===== config.mk =====
export PLATFORM = sky130hd
export DESIGN_NAME = fsm_burst_check
export DESIGN_NICKNAME = d
export VERILOG_FILES = /design/src/rtl/fsm_burst_check.sv
export SDC_FILE = /design/constraint.sdc
export NUM_CORES = 1
export LEC_CHECK = 0
export BUFFER_PORTS_ARGS = -buffer_cell sky130_fd_sc_hd__buf_2
export CORE_ASPECT_RATIO = 0.75
export CORE_MARGIN = 4
export CORE_UTILIZATION = 58
export DETAILED_ROUTE_END_ITERATION = 7
export PLACE_DENSITY = 0.94
export SYNTH_ARGS = -nofsm -noshare
export SYNTH_HDL_FRONTEND = slang
export SYNTH_SLANG_ARGS = --single-unit

===== constraint.sdc =====
create_clock -name clk -period 4.5 [get_ports clk]
set_input_delay 0.45 -clock clk [delete_from_list [all_inputs] [get_ports clk]]
set_output_delay 0.45 -clock clk [all_outputs]
set_load 0.03 [all_outputs]

===== src/rtl/fsm_burst_check.sv =====
// Burst loopback checker: sends BURST_LEN pattern words over an intr/ack
// handshake, compares each echoed word and reports pass/fail at end of run.
module fsm_burst_check #(
  parameter int DATA_W       = 23,
  parameter int BURST_LEN    = 4,
  parameter int PATTERN_BASE = 65535,
  parameter int PATTERN_STEP = 1,
  parameter int TIMEOUT      = 255,
  parameter int ERR_CNT_W    = 8,
  localparam int IDX_W       = (BURST_LEN > 1) ? $clog2(BURST_LEN) : 1
) (
  input  logic                 clk,
  input  logic                 arst,
  input  logic                 ena,
  input  logic                 ack,
  input  logic [DATA_W-1:0]    data_in,
  output logic                 intr,
  output logic [DATA_W-1:0]    data_out,
  output logic                 stop,
  output logic                 specreg,
  output logic                 timeout_flag,
  output logic [ERR_CNT_W-1:0] err_cnt,
  output logic [IDX_W-1:0]     word_idx
);

  localparam int TMR_W = (TIMEOUT > 1) ? $clog2(TIMEOUT) : 1;
  localparam logic [TMR_W-1:0]     TMO_LAST = TMR_W'(TIMEOUT - 1);
  localparam logic [ERR_CNT_W-1:0] ERR_MAX  = {ERR_CNT_W{1'b1}};
  localparam logic [IDX_W-1:0]     IDX_LAST = IDX_W'(BURST_LEN - 1);

  typedef enum logic [2:0] {
    IDLE    = 3'd0,
    LOAD    = 3'd1,
    WAIT    = 3'd2,
    COMPARE = 3'd3,
    DONE    = 3'd4
  } state_t;

  state_t                state_reg, state_next;
  logic                  intr_reg, intr_next;
  logic [DATA_W-1:0]     data_out_reg, data_out_next;
  logic                  stop_reg, stop_next;
  logic                  specreg_reg, specreg_next;
  logic                  timeout_reg, timeout_next;
  logic [ERR_CNT_W-1:0]  err_cnt_reg, err_cnt_next;
  logic [IDX_W-1:0]      word_idx_reg, word_idx_next;
  logic [TMR_W-1:0]      timer_reg, timer_next;
  logic [DATA_W-1:0]     capt_reg, capt_next;
  logic [IDX_W-1:0]      idx_inc;
  logic                  go_idle;

  // Pattern words are elaboration-time constants, wrapped to DATA_W bits.
  logic [DATA_W-1:0] pattern_tbl [BURST_LEN];
  genvar gi;
  generate
    for (gi = 0; gi < BURST_LEN; gi++) begin : g_pat
      assign pattern_tbl[gi] = DATA_W'(PATTERN_BASE) + DATA_W'(gi) * DATA_W'(PATTERN_STEP);
    end
  endgenerate

  assign idx_inc = word_idx_reg + IDX_W'(1);

  always_comb begin
    state_next    = state_reg;
    intr_next     = 1'b0;
    data_out_next = data_out_reg;
    stop_next     = stop_reg;
    specreg_next  = specreg_reg;
    timeout_next  = timeout_reg;
    err_cnt_next  = err_cnt_reg;
    word_idx_next = word_idx_reg;
    timer_next    = '0;
    capt_next     = capt_reg;
    go_idle       = 1'b0;
    case (state_reg)
      IDLE: begin
        stop_next     = 1'b0;
        specreg_next  = 1'b1;
        data_out_next = '0;
        if (ena) begin
          state_next    = LOAD;
          err_cnt_next  = '0;
          timeout_next  = 1'b0;
          word_idx_next = '0;
          intr_next     = 1'b1;
          data_out_next = pattern_tbl[0];
        end
      end
      LOAD: begin
        if (!ena) go_idle = 1'b1;
        else      state_next = WAIT;
      end
      WAIT: begin
        if (!ena) begin
          go_idle = 1'b1;
        end else if (ack) begin
          capt_next  = data_in;
          state_next = COMPARE;
        end else begin
          timer_next = timer_reg + TMR_W'(1);
          if (TIMEOUT != 0 && timer_reg == TMO_LAST) begin
            state_next   = DONE;
            timeout_next = 1'b1;
            stop_next    = 1'b1;
            specreg_next = 1'b1;
          end
        end
      end
      COMPARE: begin
        if (!ena) begin
          go_idle = 1'b1;
        end else begin
          if (capt_reg != data_out_reg && err_cnt_reg != ERR_MAX)
            err_cnt_next = err_cnt_reg + ERR_CNT_W'(1);
          if (word_idx_reg == IDX_LAST) begin
            state_next   = DONE;
            stop_next    = 1'b1;
            specreg_next = (err_cnt_next != '0) || timeout_reg;
          end else begin
            state_next    = LOAD;
            word_idx_next = idx_inc;
            intr_next     = 1'b1;
            data_out_next = pattern_tbl[idx_inc];
          end
        end
      end
      DONE: begin
        if (!ena) go_idle = 1'b1;
      end
      default: go_idle = 1'b1;
    endcase
    // Aborts and run exits land in IDLE with its output values already set.
    if (go_idle) begin
      state_next    = IDLE;
      intr_next     = 1'b0;
      stop_next     = 1'b0;
      specreg_next  = 1'b1;
      data_out_next = '0;
    end
  end

  always_ff @(posedge clk or negedge arst) begin
    if (!arst) begin
      state_reg    <= IDLE;
      intr_reg     <= 1'b0;
      data_out_reg <= '0;
      stop_reg     <= 1'b0;
      specreg_reg  <= 1'b1;
      timeout_reg  <= 1'b0;
      err_cnt_reg  <= '0;
      word_idx_reg <= '0;
      timer_reg    <= '0;
      capt_reg     <= '0;
    end else begin
      state_reg    <= state_next;
      intr_reg     <= intr_next;
      data_out_reg <= data_out_next;
      stop_reg     <= stop_next;
      specreg_reg  <= specreg_next;
      timeout_reg  <= timeout_next;
      err_cnt_reg  <= err_cnt_next;
      word_idx_reg <= word_idx_next;
      timer_reg    <= timer_next;
      capt_reg     <= capt_next;
    end
  end

  assign intr         = intr_reg;
  assign data_out     = data_out_reg;
  assign stop         = stop_reg;
  assign specreg      = specreg_reg;
  assign timeout_flag = timeout_reg;
  assign err_cnt      = err_cnt_reg;
  assign word_idx     = word_idx_reg;

endmodule

==> impl_metrics.toml, run 1 <==
[critical_path]
cp.arrival_ns = 2.73
critPathTopFamily = "simple AND/OR/NAND/NOR gates"
startpoint_type = "register"
critical_path_buf_inv_count = 1
cp_slowest_cell = "and3_1"
crit_path_end_kind = "register"
critPathMaxStageDelay_ns = 0.86
path_max_fanout = 24
path_cells = "inv_1 > nand2_1 > nor2_1 > and3_1 > mux2_2"
crit_type = "register to register"
path_depth = 5
critPathRequiredTime_ns = 4.70
r2r_cells = 5

[cts]
cts_hold_buf = 0
cts.reportedPaths.clkPinSlew_ns = 0.09
numCtsBuffers = 5
htree_num_levels = 2
clk_latency_ns = 0.31
ctsRootBufferMaster = "clkbuf_8"
cts_resized = 0
cts_max_path_buffers = 2
tritoncts = "built"
cts_setup_buffers = 0
clock_sinks = 52

[cells_and_area]
multiInputGateArea_sq_um = 1310
regArea_sq_um = 1300
drive_gt1_share_pct = 31.3
fillers = 336
nets = 351
largest_register_ff_count = 23
final_common_cell = "buf_2"
num_antenna_cells = 0
final_cell_mix = "buf_2 (57), dfrtp_1 (51), nor2_1 (33)"
area_growth_syn_to_layout_pct = 11.7

[place]
io_buffer_count = 57
dp_hpwl_microns = 4250
pre_cts_slack_ns = 2.01
gp_congestion = 0.818

[pwr]
combPwrFrac_pct = 29.4
switching_power_mw = 0.516
power_frac_seq_pct = 47.8
p_leak_nw = 1.49
ir_drop_mv = 0.307
clkPwrFrac_pct = 22.8
cellPowerDensity_nw_per_um2 = 471
sw_frac_of_total_pct = 35.1
intPower_mw = 0.955

[yosys]
yosysTopAreaCell = "dfrtp_1"
synthTopCellsByArea = "dfrtp_1 (46%), mux2_2 (10%), buf_4 (5.1%), nor2_1 (4.4%), xnor2_1 (2.5%)"
synth_edf_count = 0
synth.distinct_cells = 48
netlist_area_sq_um = 2800
yosys.area.top_type_share_pct = 45.6
ys_seq_area_share_pct = 46.6
syn-instance-count = 277
synthFlopType = "dfrtp_1"
synth.ff_latch_count = 52
ys_warn_count = 0
syn-mean-instance-area_sq_um = 10.1
synth-async-reset-ratio_pct = 100

[floorplan]
start_util_pct = 61.2
die-area_sq_um = 6010
num_io_pins = 64
die_h_microns = 68.1
die_width_microns = 88.2
coreArea_sq_um = 4570
rows = 21

[route]
via_per_inst = 5.84
post_drt_wl_per_cell_microns = 15.9
drtAntennaViolNets = 0
first_pass_iters = 5
drc_errors = 0
vias = 2201
initialDrtViolationCount = 154
wl_microns = 5980

[grt]
grt_antenna_before_repair = 0
grt_max_degree = 53
grt_usage_pct = 21.2
grt_overflow_total = 0
grt_pass1_vias = 1980
grt_first_pass_wirelength_microns = 9540

[timing]
fin_crit_sh_pct = 56.3
rsz0062_at_grt = "false"
setup_viol = 0
relSlewSlack_pct = 33.2
setup_tns_ns = 0
max_freq_mhz = 394
fin_skew_ns = 0.00652
hold_viol_final = 0
slew_viol_final = 0
fin_crit_ns = 2.53
worst_pin_slew_ns = 1.00
worst_slack_ns = 1.97

[outcome]
status = "completed"

[min_path]
min_path_type = "primary input to asynchronous set/reset pin"

[flow_run]
drv_cap = 0
final cells by class:
type	count	area share [%]
Multi-Input combinational cell	194	41.8
Sequential cell	52	41.7
Timing Repair Buffer	58	9.37
Clock buffer	6	2.64
Tap cell	57	2.28
Clock inverter	2	1.24
Inverter	8	0.961
cells by family after synthesis:
kind of cell / Yosys count / synth area share, %
adder cells (fa/ha/maj): 5 / 2.24
AO/OA/AOI/OAI: 44 / 10.3
buffers and inverters: 36 / 7.42
XOR/XNOR: 12 / 3.76
AND/OR/NAND/NOR: 100 / 18.8
multiplexers: 27 / 10.8
other: 1 / 0.134
flip-flops: 52 / 46.6
Yosys cell counts (all sizes together), types with 6 or more instances:
| library cell | count |
|---|---|
| dfrtp | 51 |
| nor2 | 33 |
| mux2 | 26 |
| buf | 20 |
| nand2 | 17 |
| o21ai | 15 |
| nand3 | 9 |
| a21oi | 8 |
| clkbuf | 8 |
| inv | 8 |
| xnor2 | 8 |
| nand4 | 7 |
| nor3 | 6 |
| nor4 | 6 |
path summary, 6_finish.rpt:
path,endpoint,from,slack [ns]
worst min-delay path,err_cnt[0],arst,0.24
max in group asynchronous,capt_reg[12],arst,3.83
worst min register to register,timer_reg[0],timer_reg[0],0.51
min in group clk,capt_reg[13],data_in[13],0.35
worst max-delay path,capt_reg[12],state_reg[2],1.97
worst max register to register,capt_reg[12],state_reg[2],1.97
power groups by stage:
stage	sequential [mW]	combinational (mW)	clock, mW
after floorplan	0.708	0.344	0
after global placement	0.703	0.415	0
after detailed placement	0.713	0.428	0
after CTS	0.704	0.433	0.341
after global routing	0.723	0.467	0.362
final	0.704	0.432	0.336
routing by layer:
metal	global-route usage (%)	part of all wire, %
met1	27.8	42
met2	34.5	47
met3	6.14	9.4
met4	5.85	1.2
met5	0	0
per-stage QoR:
step | std cells | power, mW | util, % | cell area (sq um) | hold slack [ns]
3_5_place_dp | 369 | 1.14 | 65.7 | 3000 | 0.497
6_report | 377 | 1.47 | 68.3 | 3120 | 0.239
2_1_floorplan | 282 | 1.05 | - | 2820 | 0.154
3_3_place_gp | 369 | 1.12 | 65.7 | 3000 | 0.474
5_1_grt | 377 | 1.55 | 68.3 | 3120 | 0.287
4_1_cts | 377 | 1.48 | 68.3 | 3120 | 0.262
No activity file was read; power rests on OpenSTA's default activity.
==> inputs of run 2 (changes only) <==
--- a/config.mk
+++ b/config.mk
@@ -8,9 +8,9 @@
 export BUFFER_PORTS_ARGS = -buffer_cell sky130_fd_sc_hd__buf_2
 export CORE_ASPECT_RATIO = 0.75
 export CORE_MARGIN = 4
-export CORE_UTILIZATION = 58
+export CORE_UTILIZATION = 54
 export DETAILED_ROUTE_END_ITERATION = 7
-export PLACE_DENSITY = 0.94
+export PLACE_DENSITY = 0.89
 export SYNTH_ARGS = -nofsm -noshare
 export SYNTH_HDL_FRONTEND = slang
 export SYNTH_SLANG_ARGS = --single-unit
==> constraint.sdc (replaced) <==
create_clock -name clk -period 2.4 [get_ports clk]
set_input_delay 0.24 -clock clk [delete_from_list [all_inputs] [get_ports clk]]
set_output_delay 0.24 -clock clk [all_outputs]
set_load 0.03 [all_outputs]
==> run 2 against run 1 <==
Compared with the run above: total power up 82%; worst hold slack got worse by 0.099 ns; via count grew 0.73%; design area rose by 1.6%; largest cell class unchanged.
==> impl_metrics.toml, run 2 (same netlist as run 1, synthesis figures left out) <==
[place]
pre_cts_slack_ns = 0.0669
dp_hpwl_microns = 4680
io_buffer_count = 57
gp_congestion = 0.932
placed_cells = 377

[timing]
fin_crit_sh_pct = 97.7
hold_viol_final = 0
worst_slack_ns = 0.0561
worst_pin_slew_ns = 0.591
setup_viol = 0
max_freq_mhz = 427
fin_crit_ns = 2.34
relSlewSlack_pct = 60.2
rsz0062_at_grt = "true"
slew_viol_final = 0
fin_skew_ns = 0.00429

[grt]
grt_usage_pct = 19.8
grt_max_degree = 25
grt_pass1_vias = 2120
grt_first_pass_wirelength_microns = 10100
grt_overflow_total = 0
grt_antenna_before_repair = 0

[critical_path]
path_cells = "or4_4 > nor4_4 > o2111ai_2 > o31ai_2 > mux2i_1 > nor4b_2 > a41oi_1"
cp_slowest_cell = "or4_4"
crit_path_end_kind = "register"
r2r_slack_ns = 0.06
path_max_fanout = 3
startpoint_type = "register"
cp.arrival_ns = 2.58
r2r_start = "capt_reg[4]"
reg2reg_to = "specreg"
crit_type = "register to register"
critPathMaxStageDelay_ns = 0.55
r2r_cells = 7
critPathRequiredTime_ns = 2.63

[floorplan]
die_h_microns = 70.3
die-area_sq_um = 6410
die_width_microns = 91.1
rows = 22
num_io_pins = 64
coreArea_sq_um = 4950
start_util_pct = 56.5

[cells_and_area]
multiInputGateArea_sq_um = 1320
final_cell_mix = "buf_2 (57), dfrtp_1 (51), nor2_1 (33)"
final_common_cell = "buf_2"
nets = 357
num_antenna_cells = 0
largest_register_ff_count = 23
area_growth_syn_to_layout_pct = 13.4
fillers = 420
drive_gt1_share_pct = 32.8
stdcell_count = 386
regArea_sq_um = 1300

[cts]
clk_latency_ns = 0.31
clock_sinks = 52
tritoncts = "built"
cts.reportedPaths.clkPinSlew_ns = 0.09
cts_max_path_buffers = 2
cts_setup_buffers = 0
numCtsBuffers = 5
ctsRootBufferMaster = "clkbuf_8"
htree_num_levels = 2

[route]
via_per_inst = 5.74
initialDrtViolationCount = 161
wl_microns = 6240
drtAntennaViolNets = 0
drc_errors = 0
first_pass_iters = 4
vias = 2217
post_drt_wl_per_cell_microns = 16.2

[pwr]
cellPowerDensity_nw_per_um2 = 844
p_leak_nw = 1.52
ir_drop_mv = 0.654

[flow_run]
drv_cap = 0

[min_path]
holdPathEnd = "capt_reg[13]"
min_path_type = "primary input to register"
holdPathStages = 3
min_from = "data_in[13]"

[outcome]
status = "completed"
==> run 2: how the worst max path moves through the flow <==
stage / slack, ns / start / depth (start not counted) / end
2_1_floorplan: 0.21 / data_out[15] / 7 / specreg
3_3_place_gp: 0.18 / capt_reg[4] / 7 / specreg
3_5_place_dp: 0.07 / capt_reg[4] / 7 / specreg
4_1_cts: 0.02 / capt_reg[4] / 7 / specreg
5_1_grt: -0.06 / capt_reg[4] / 7 / specreg
6_report: 0.06 / capt_reg[4] / 7 / specreg
==> run 2: final cells by class <==
cell class / instances / area share [%]
clock buffers: 6 / 2.60
clock inverters: 2 / 0.434
inverters: 8 / 0.946
multi-input cells: 194 / 41.5
flip-flops and latches: 52 / 41.0
well taps: 60 / 2.37
repair buffers: 64 / 11.1
==> run 2: routing by layer <==
metal / part of all wire, % / vias up / GRT usage, %
met5: 0 / - / 0
met4: 1.1 / 0 / 6.19
met3: 7.2 / 9 / 4.41
met2: 49 / 92 / 33.0
met1: 42 / 1062 / 25.8
li1: - / 1054 / -
==> run 2: metrics by stage <==
step           hold slack (ns)  setup TNS [ns]  cell area [sq um]  utilization (%)  power (mW)
3_3_place_gp             0.194               0               3060             61.7        2.11
2_1_floorplan          -0.0556               0               2820                -        1.97
5_1_grt                  0.147         -0.0555               3170             64.0        2.85
6_report                 0.140               0               3170             64.0        2.68
4_1_cts                  0.132               0               3160             63.8        2.70
3_5_place_dp             0.203               0               3060             61.7        2.17
==> run 2: worst max-delay path, delay by kind of cell (launching register included) <==
kind | cells | cell delay (ns)
muxes | 1 | 0.29
AOI/OAI and AO/OA | 3 | 0.81
DFF | 1 | 0.40
and+or+nand+nor | 3 | 0.78
==> run 2: power breakdown <==
part | switching (mW) | total (mW) | internal, mW | leakage, nW
clock | 0.288 | 0.524 | 0.236 | 0.0516
combinational | 0.480 | 0.842 | 0.362 | 0.790
sequential | 0.210 | 1.31 | 1.10 | 0.674
total | 0.978 | 2.68 | 1.70 | 1.52
==> run 2: what timing repair did <==
item,4_1_cts,5_1_grt
hold buffers,1,0
endpoints found under the setup margin,0,1
hold endpoints to repair,18,0
resized for setup,0,2
==> inputs of run 3 (changes only) <==
==> config.mk (replaced) <==
export PLATFORM = sky130hd
export DESIGN_NAME = fsm_burst_check
export DESIGN_NICKNAME = d
export VERILOG_FILES = /design/src/rtl/fsm_burst_check.sv
export SDC_FILE = /design/constraint.sdc
export NUM_CORES = 1
export LEC_CHECK = 0
export CORE_ASPECT_RATIO = 0.75
export CORE_MARGIN = 4
export CORE_UTILIZATION = 63
export DETAILED_ROUTE_END_ITERATION = 7
export DONT_BUFFER_PORTS = 1
export PLACE_DENSITY_LB_ADDON = 0.12
export SYNTH_ARGS = -nofsm -noshare
export SYNTH_HDL_FRONTEND = slang
export SYNTH_SLANG_ARGS = --single-unit
==> run 3 against run 2 <==
Compared with the run above: die area shrank 13%; largest power group unchanged; highest routed layer unchanged; count of clock-buffer cells in the layout stayed put; total power shrank 3.0%; register-to-register slack gained 0.03 ns; critical path depth unchanged.
==> impl_metrics.toml, run 3 (same netlist as run 1, synthesis figures left out) <==
[outcome]
status = "completed"

[floorplan]
die_width_microns = 85.0
start_util_pct = 67.3
rows = 20
coreArea_sq_um = 4150
die-area_sq_um = 5580
num_io_pins = 64
die_h_microns = 65.7

[cts]
cts_max_path_buffers = 2
ctsRootBufferMaster = "clkbuf_8"
cts.reportedPaths.clkPinSlew_ns = 0.09
clock_sinks = 52
numCtsBuffers = 5
clk_latency_ns = 0.31
htree_num_levels = 2
tritoncts = "built"

[grt]
grt_antenna_before_repair = 0
grt_first_pass_wirelength_microns = 9580
grt_overflow_total = 0
grt_pass1_vias = 1945
grt_max_degree = 53
grt_usage_pct = 21.9

[route]
vias = 2019
wl_microns = 5760
post_drt_wl_per_cell_microns = 17.2
drc_errors = 0
first_pass_iters = 4
via_per_inst = 6.04
drtAntennaViolNets = 0
initialDrtViolationCount = 255

[place]
dp_hpwl_microns = 4160
gp_congestion = 0.902
post_dp_cell_area_sq_um = 2850
io_buffer_count = 0

[timing]
fin_skew_ns = 0.00332
slew_viol_final = 0
worst_pin_slew_ns = 0.642
setup_tns_ns = 0
fin_crit_sh_pct = 96.5
relSlewSlack_pct = 57.0
rsz0062_at_grt = "false"
hold_viol_final = 0
fin_crit_ns = 2.32
max_freq_mhz = 432
setup_viol = 0

[cells_and_area]
final_common_cell = "dfrtp_1"
nets = 310
fillers = 311
design_area_sq_um = 3010
area_growth_syn_to_layout_pct = 7.42
num_antenna_cells = 0
largest_register_ff_count = 23
final_cell_mix = "dfrtp_1 (50), nor2_1 (33), mux2_2 (26)"
drive_gt1_share_pct = 21.5

[critical_path]
critPathRequiredTime_ns = 2.63
crit_path_end_kind = "register"
cp.arrival_ns = 2.55
startpoint_type = "register"
crit_type = "register to register"
path_max_fanout = 4
r2r_cells = 7

[flow_run]
drv_cap = 0

[min_path]
min_path_type = "primary input to register"
holdPathStages = 1

[pwr]
power_frac_seq_pct = 51.7
combPwrFrac_pct = 29.1
sw_frac_of_total_pct = 37.0
switching_power_mw = 0.960
p_leak_nw = 1.32
intPower_mw = 1.64
clkPwrFrac_pct = 19.2
ir_drop_mv = 0.823
cellPowerDensity_nw_per_um2 = 864
-- run 3: power groups by stage --
stage	sequential, mW	combinational (mW)	clock [mW]
CTS	1.34	0.735	0.514
detailed placement	1.36	0.708	0
global route	1.39	0.827	0.554
global placement	1.35	0.690	0
finish	1.34	0.755	0.499
floorplan	1.33	0.645	0
-- run 3: worst paths after layout --
kind,start,endpoint,slack [ns]
max,capt_reg[4],specreg,0.08
min,ena,stop,0.05
max reg2reg,capt_reg[4],specreg,0.08
min reg2reg,timer_reg[0],timer_reg[0],0.50
max in group asynchronous,arst,specreg,1.68
min in group asynchronous,arst,err_cnt[6],0.45
-- run 3: critical path, cell delays in order, from the launching register on --
cell       delay [ns]
dfrtp_1          0.41
or4_4            0.55
nor4_4           0.19
o2111ai_4        0.18
or3_4            0.44
a21o_1           0.18
a22oi_2          0.16
a41oi_1          0.13
-- run 3: metal layers --
layer | up-vias | track usage, % | routed length [microns]
li1 | 958 | - | -
met5 | - | 0 | 0
met1 | 972 | 30.8 | 2530
met4 | 0 | 8.30 | 83
met2 | 80 | 32.4 | 2580
met3 | 9 | 6.02 | 560
-- run 3: layout make-up --
cell class | count | area (sq um) | share of cell area (%)
multi-input combinational | 194 | 1340 | 44.5
tap | 55 | 68.8 | 2.29
sequential | 52 | 1310 | 43.5
clock buffer | 6 | 72.6 | 2.41
inverter | 8 | 30.0 | 0.999
clock inverter | 2 | 16.3 | 0.541
timing repair buffer | 17 | 175 | 5.83
-- run 3: repair_timing --
item                                   CTS  global route
gates resized for setup                  0             4
hold buffers                             2             0
endpoints found under the hold margin   52             0
buffers inserted                         0             0
setup endpoints to repair                0             1
-- run 3: stage by stage --
stage                     util, %  power (mW)  worst slack [ns]  std cells  hold slack [ns]
after global routing         72.3        2.77            0.0215        334           0.0413
after detailed placement     68.6        2.07            0.0645        324          -0.0543
after global placement       68.6        2.04             0.140        324          -0.0545
after floorplan                 -        1.97             0.214        282          -0.0556
after CTS                    71.6        2.59            0.0536        334           0.0505
final                        72.3        2.60            0.0828        334           0.0512
